$ cat src/rtl/scan_tick_gen.sv
// Programmable period divider driving a multi-phase scan index.
// Emits a tick per period, a square wave, a one-hot phase and a frame pulse.
module scan_tick_gen #(
    parameter int DIV_W       = 16,
    parameter int DIV_DEFAULT = 1000,
    parameter int PHASES      = 4,
    parameter int PH_W        = 2
) (
    input  logic              clkin,
    input  logic              rst,
    input  logic              en,
    input  logic [DIV_W-1:0]  div_val,
    input  logic              div_load,
    output logic              tick,
    output logic              clkout,
    output logic [PH_W-1:0]   phase,
    output logic [PHASES-1:0] phase_oh,
    output logic              frame,
    output logic              load_pend
);

    logic [DIV_W-1:0] n;
    logic [DIV_W-1:0] cnt;
    logic [DIV_W-1:0] pend_val;
    logic [DIV_W-1:0] next_n;
    logic [DIV_W-1:0] next_cnt;
    logic             wrap;

    function automatic logic [DIV_W-1:0] clamp2(input logic [DIV_W-1:0] v);
        return (v < DIV_W'(2)) ? DIV_W'(2) : v;
    endfunction

    // A load arriving on the wrap edge itself bypasses the pending register.
    always_comb begin
        wrap   = en && (cnt == n - DIV_W'(1));
        next_n = n;
        if (wrap) begin
            if (div_load)
                next_n = clamp2(div_val);
            else if (load_pend)
                next_n = clamp2(pend_val);
        end
        next_cnt = wrap ? '0 : cnt + DIV_W'(1);
    end

    always_ff @(posedge clkin) begin
        if (rst) begin
            n         <= DIV_W'(DIV_DEFAULT);
            cnt       <= '0;
            pend_val  <= '0;
            load_pend <= 1'b0;
            phase     <= '0;
            phase_oh  <= PHASES'(1);
            tick      <= 1'b0;
            frame     <= 1'b0;
            clkout    <= 1'b1;
        end else begin
            tick  <= wrap;
            frame <= wrap && (phase == PH_W'(PHASES - 1));
            n     <= next_n;

            if (wrap) begin
                load_pend <= 1'b0;
            end else if (div_load) begin
                pend_val  <= div_val;
                load_pend <= 1'b1;
            end

            if (en) begin
                cnt    <= next_cnt;
                clkout <= (next_cnt < (next_n >> 1));
            end

            // phase and phase_oh advance together so the decode never lags.
            if (wrap) begin
                phase    <= (phase == PH_W'(PHASES - 1)) ? '0 : phase + PH_W'(1);
                phase_oh <= {phase_oh[PHASES-2:0], phase_oh[PHASES-1]};
            end
        end
    end

endmodule

$ cat config.mk
export PLATFORM = sky130hd
export DESIGN_NAME = scan_tick_gen
export DESIGN_NICKNAME = d
export VERILOG_FILES = /design/src/rtl/scan_tick_gen.sv
export SDC_FILE = /design/constraint.sdc
export NUM_CORES = 1
export LEC_CHECK = 0
export BUFFER_PORTS_ARGS = -buffer_cell sky130_fd_sc_hd__buf_2
export CAP_MARGIN = 20
export CELL_PAD_IN_SITES_DETAIL_PLACEMENT = 0
export CELL_PAD_IN_SITES_GLOBAL_PLACEMENT = 1
export CORE_AREA = 4 4 99 101
export DETAILED_ROUTE_END_ITERATION = 10
export DIE_AREA = 0 0 103 105
export PLACE_DENSITY = 0.9
export SYNTH_ARGS = -nofsm -noshare
export SYNTH_HDL_FRONTEND = slang
export SYNTH_SLANG_ARGS = --single-unit
$ cat constraint.sdc
create_clock -name clkin -period 5.95 [get_ports clkin]
set_clock_uncertainty 0.2 [all_clocks]
set_input_delay 1.19 -clock clkin [delete_from_list [all_inputs] [get_ports clkin]]
set_output_delay 1.19 -clock clkin [all_outputs]
set_load 0.01 [all_outputs]
==> impl.org <==
** Yosys
- Counting flops with an async set or reset pin after synthesis yields a share of 0.
- Synth top area cells :: sky130_fd_sc_hd__dfxtp_1, sky130_fd_sc_hd__nor2_1, sky130_fd_sc_hd__ha_1
- A synthesized cell averages 7.837 um^2.
- Area fraction of the dominant cell type after synthesis :: 0.2957
- Post-synthesis cell type count :: a little under 60
- The share of the Yosys chip area taken by registers is 0.2957.
- Number of synthesized flops with an enable pin :: 0
- The synthesized netlist occupies a cell area of between 3000 and 4000 um^2.
- Counting flops and latches in the post-synthesis netlist gives 58.
- Syn nets :: roughly 540
- Yosys warns :: 0
- Synthesis handed over a netlist of 501 instances.
- For this run, the leading register cell type out of synthesis is sky130_fd_sc_hd__dfxtp_1.
- The biggest area contributor in the post-synthesis netlist is sky130_fd_sc_hd__dfxtp_1.

** Min path
- The min-delay analysis places its worst path in the category reg -> reg.

** Worst setup path
- At the worst endpoint, the required time is about 6.0 ns.
- Data arrival time of the critical path :: ~4.8 ns
- Following the worst setup path forward leads to its endpoint at clkout.
- Startpoint of the most critical register-to-register path :: n[0]
- The endpoint identified for the worst register-to-register timing path is clkout.
- CP max-delay cell :: sky130_fd_sc_hd__or3b_2
- Delay of the slowest cell on the worst path :: about 0.56 ns
- The worst setup path is captured at a register.
- Largest fanout on the critical path :: 34
- Critical path origin :: n[0]
- The worst setup path is launched from a register.
- Cell seen most often among critical-path stages :: sky130_fd_sc_hd__ha_1
- The signal on the critical path passes through inv_1, ha_1, or3b_2, nor4_2, nor3_1, or4_4, nor4b_4, buf_4, a32oi_1, and3_4, ha_1, nand3_1, a2111o_1, a211o_1, a31oi_1, a21boi_1.
- FF-to-FF path depth :: 16
- The setup check on the worst reg-to-reg path leaves a slack of between 1 and 1.5 ns.
- Class of the most critical setup path :: reg -> reg

** Timing
- Counting I/O delays and the setup requirement, the final critical path takes 4.729 ns.
- Headroom to the max-slew limit came out at 0.4357.
- Accumulated negative setup slack :: 0 ns
- The number of failing hold endpoints at the final stage came to 0.
- Post-route setup slack :: roughly 1.2 ns
- Setup repair after global routing left no endpoint under its margin.
- Setup violations remaining at the end of the flow were counted as 0.
- Hold timing on the final database bottoms out at a slack of between 0.2 and 0.3 ns.
- The count of final max-slew check failures is 0.
- Derived from the worst setup path, the maximum achievable clock frequency is approximately 0.21 GHz.
- Transition time of the tightest slew-check pin :: approximately 0.84 ns
- Fin crit share :: 0.7947

** Cells and area
- Synth-to-Final Area Change :: 8.349%
- Diode insertion count for antenna repair :: 0
- Layout Utilization :: 0.4716
- At the end of the flow, the number of nets in the layout was between 500 and 600.
- Share of final-layout standard cells stronger than drive strength 1 :: 0.1440

** Die
- Effective utilization at floorplan :: 0.4352
- From bottom edge to top edge, the die measures around 110 um.
- The total area inside the core boundary comes to between 9000 and 10,000 um^2.
- Total Die Area :: 10,820 um^2
- The die is about 100 um wide.
- Top-level port count :: 30
- Row count :: 35

** Detailed routing
- The count of nets left with antenna violations once routing finished came out at 0.
- Dividing the detail-routed wire length by the instance count gives ~17 um.
- In this run, the number of DRC markers left after iteration 0 of detailed routing was a little under 300.
- Via count normalized by instance count :: 5.859
- Total Routed Length :: roughly 11 mm
- For this block, the via count after detailed routing is roughly 3,700.
- In the routed design, unresolved DRC markers number 0.
- TritonRoute pass-1 iters :: 4

** Clocking
- Clock Sink Count :: between 50 and 60
- H-tree Lvls :: 3
- TritonCTS built the clock tree.
- Counting the buffers created by CTS gives 9.
- Setup Fix Bufs, Post-CTS :: 0
- After clock tree synthesis, the clock-pin slew on the worst setup and hold paths is 0.07 ns.
- Number of buffers inserted by hold repair at cts :: 0
- Resized Gates After CTS :: 0
- Root buffer cell :: sky130_fd_sc_hd__clkbuf_8
- Maximum buffer depth of the clock tree :: 2
- Clock latency on the worst-skew pair, taken at its later pin, is 0.34 ns.

** Job
- Max-cap violations in this run came to 0.

** Placed design
- Setup slack at placement :: roughly 1.2 ns
- Summed over all nets, the half-perimeter wirelength after detailed placement is roughly 7.7 mm.
- Count of buffers inserted at the top-level ports :: 29
- GP Congestion :: ~0.93

** Global routing
- The first global-routing pass estimated roughly 18 mm of wire.
- For this run, the total global-route usage over all layers was measured as 0.2024.
- Number of global-route vias before repair :: 3,523
- Summed over all layers, the global routing overflow is 0.
- Number of antenna violations at the first check in global routing :: 0
- Maximum number of pins on one net before global-route repair :: ~60

** Pwr
- Overall power of the completed layout :: 791.5 uW
- In this run the static leakage power is 1.650 nW.
- Maximum VDD drop :: 0.0001598 V
- Dividing total power by cell area gives a power density of 186.1 nW/um^2.

** Run status
- Run status :: completed
[final cells by class]
type                            instances  area [um^2]
Clock buffer                           11        141.4
Timing Repair Buffer                   36        210.2
Fill cell                             896         4767
Inverter                               14        52.55
Sequential cell                        58         1161
Multi-Input combinational cell        390         2520
Tap cell                              111        138.9
Clock inverter                          5        30.03
[routing by layer]
layer  share of wire  track usage  wire length (um)  up-vias
met2            0.49       0.3286              5265       72
met3           0.032      0.03138               347       21
met5               0            0                 0        -
li1                -            -                 -     1815
met4           0.027      0.07031               292        0
met1            0.45       0.2689              4801     1754
[power by group]
| part | total (mW) | internal (mW) | switching, mW |
|---|---|---|---|
| sequential | 0.404 | 0.396 | 0.00826 |
| clock | 0.326 | 0.160 | 0.166 |
| combinational | 0.0609 | 0.0212 | 0.0396 |
| total | 0.792 | 0.578 | 0.214 |
[flip-flops by register name, summed over array words and instances (netlist names)]
| name | cells |
|---|---|
| n | 16 |
| tick | 1 |
| clkout | 1 |
| cnt | 16 |
| phase | 2 |
| frame | 1 |
| pend_val | 16 |
| load_pend | 1 |
| phase_oh | 4 |
[critical path: cells and delay by family, from the launching register on]
kind	cells	cell delay [ns]
simple gates	7	2.05
compound gates	5	1.02
buf+inv	2	0.47
fa+ha+maj	2	0.49
flops	1	0.35
[cells in the final DEF, fill, tap and decap left out, drive strengths merged, types with 5 or more instances in the layout]
master / count
nand3: 22
or4: 7
nor3: 12
mux2i: 11
clkbuf: 11
and3: 12
nand2b: 5
buf: 36
xor2: 10
ha: 17
xnor2: 20
inv: 14
a32o: 8
or3: 6
nand4: 5
a21o: 9
nor2b: 6
nor2: 62
nand2: 45
o21ai: 31
dfxtp: 58
a32oi: 7
a21oi: 34
nor4: 11
a22oi: 5
nand3b: 8
[cell families (layout without fill, tap and decap cells)]
family / after synthesis / in the layout / share of synthesized area
DFF: 58 / 58 / 0.2957
adders and majority gates: 17 / 17 / 0.05417
xor gates and xnor gates: 30 / 30 / 0.06692
AOI/OAI and AO/OA: 118 / 118 / 0.2001
and+or+nand+nor: 213 / 213 / 0.2897
muxes: 12 / 12 / 0.03091
buffers and inverters: 53 / 66 / 0.06246
[worst min path at each step]
stage / start / slack [ns] / cells past startpoint / to
3_5_place_dp: phase_oh[3] / 0.28 / 1 / phase_oh[0]
5_1_grt: phase_oh[3] / 0.31 / 1 / phase_oh[0]
4_1_cts: pend_val[11] / 0.30 / 2 / pend_val[11]
3_3_place_gp: phase_oh[3] / 0.27 / 1 / phase_oh[0]
2_1_floorplan: pend_val[0] / 0.26 / 2 / pend_val[0]
6_report: phase_oh[3] / 0.29 / 1 / phase_oh[0]
[through the flow]
| stage | cell area (um^2) | cells |
|---|---|---|
| 2_1_floorplan | 3926 | 501 |
| 3_3_place_gp | 4068 | 607 |
| 3_5_place_dp | 4068 | 607 |
| 4_1_cts | 4239 | 623 |
| 5_1_grt | 4254 | 625 |
| 6_report | 4254 | 625 |
[Yosys cell counts, types with 9 or more instances]
cell type                  number
sky130_fd_sc_hd__a21o_1         9
sky130_fd_sc_hd__a21oi_1       34
sky130_fd_sc_hd__clkbuf_1      25
sky130_fd_sc_hd__dfxtp_1       58
sky130_fd_sc_hd__ha_1          17
sky130_fd_sc_hd__inv_1         14
sky130_fd_sc_hd__mux2i_1       11
sky130_fd_sc_hd__nand2_1       45
sky130_fd_sc_hd__nand3_1       22
sky130_fd_sc_hd__nor2_1        59
sky130_fd_sc_hd__nor3_1        12
sky130_fd_sc_hd__nor4_1        10
sky130_fd_sc_hd__o21ai_0       27
sky130_fd_sc_hd__xnor2_1       20
sky130_fd_sc_hd__xor2_1        10
(Power assumes the default switching activity.)
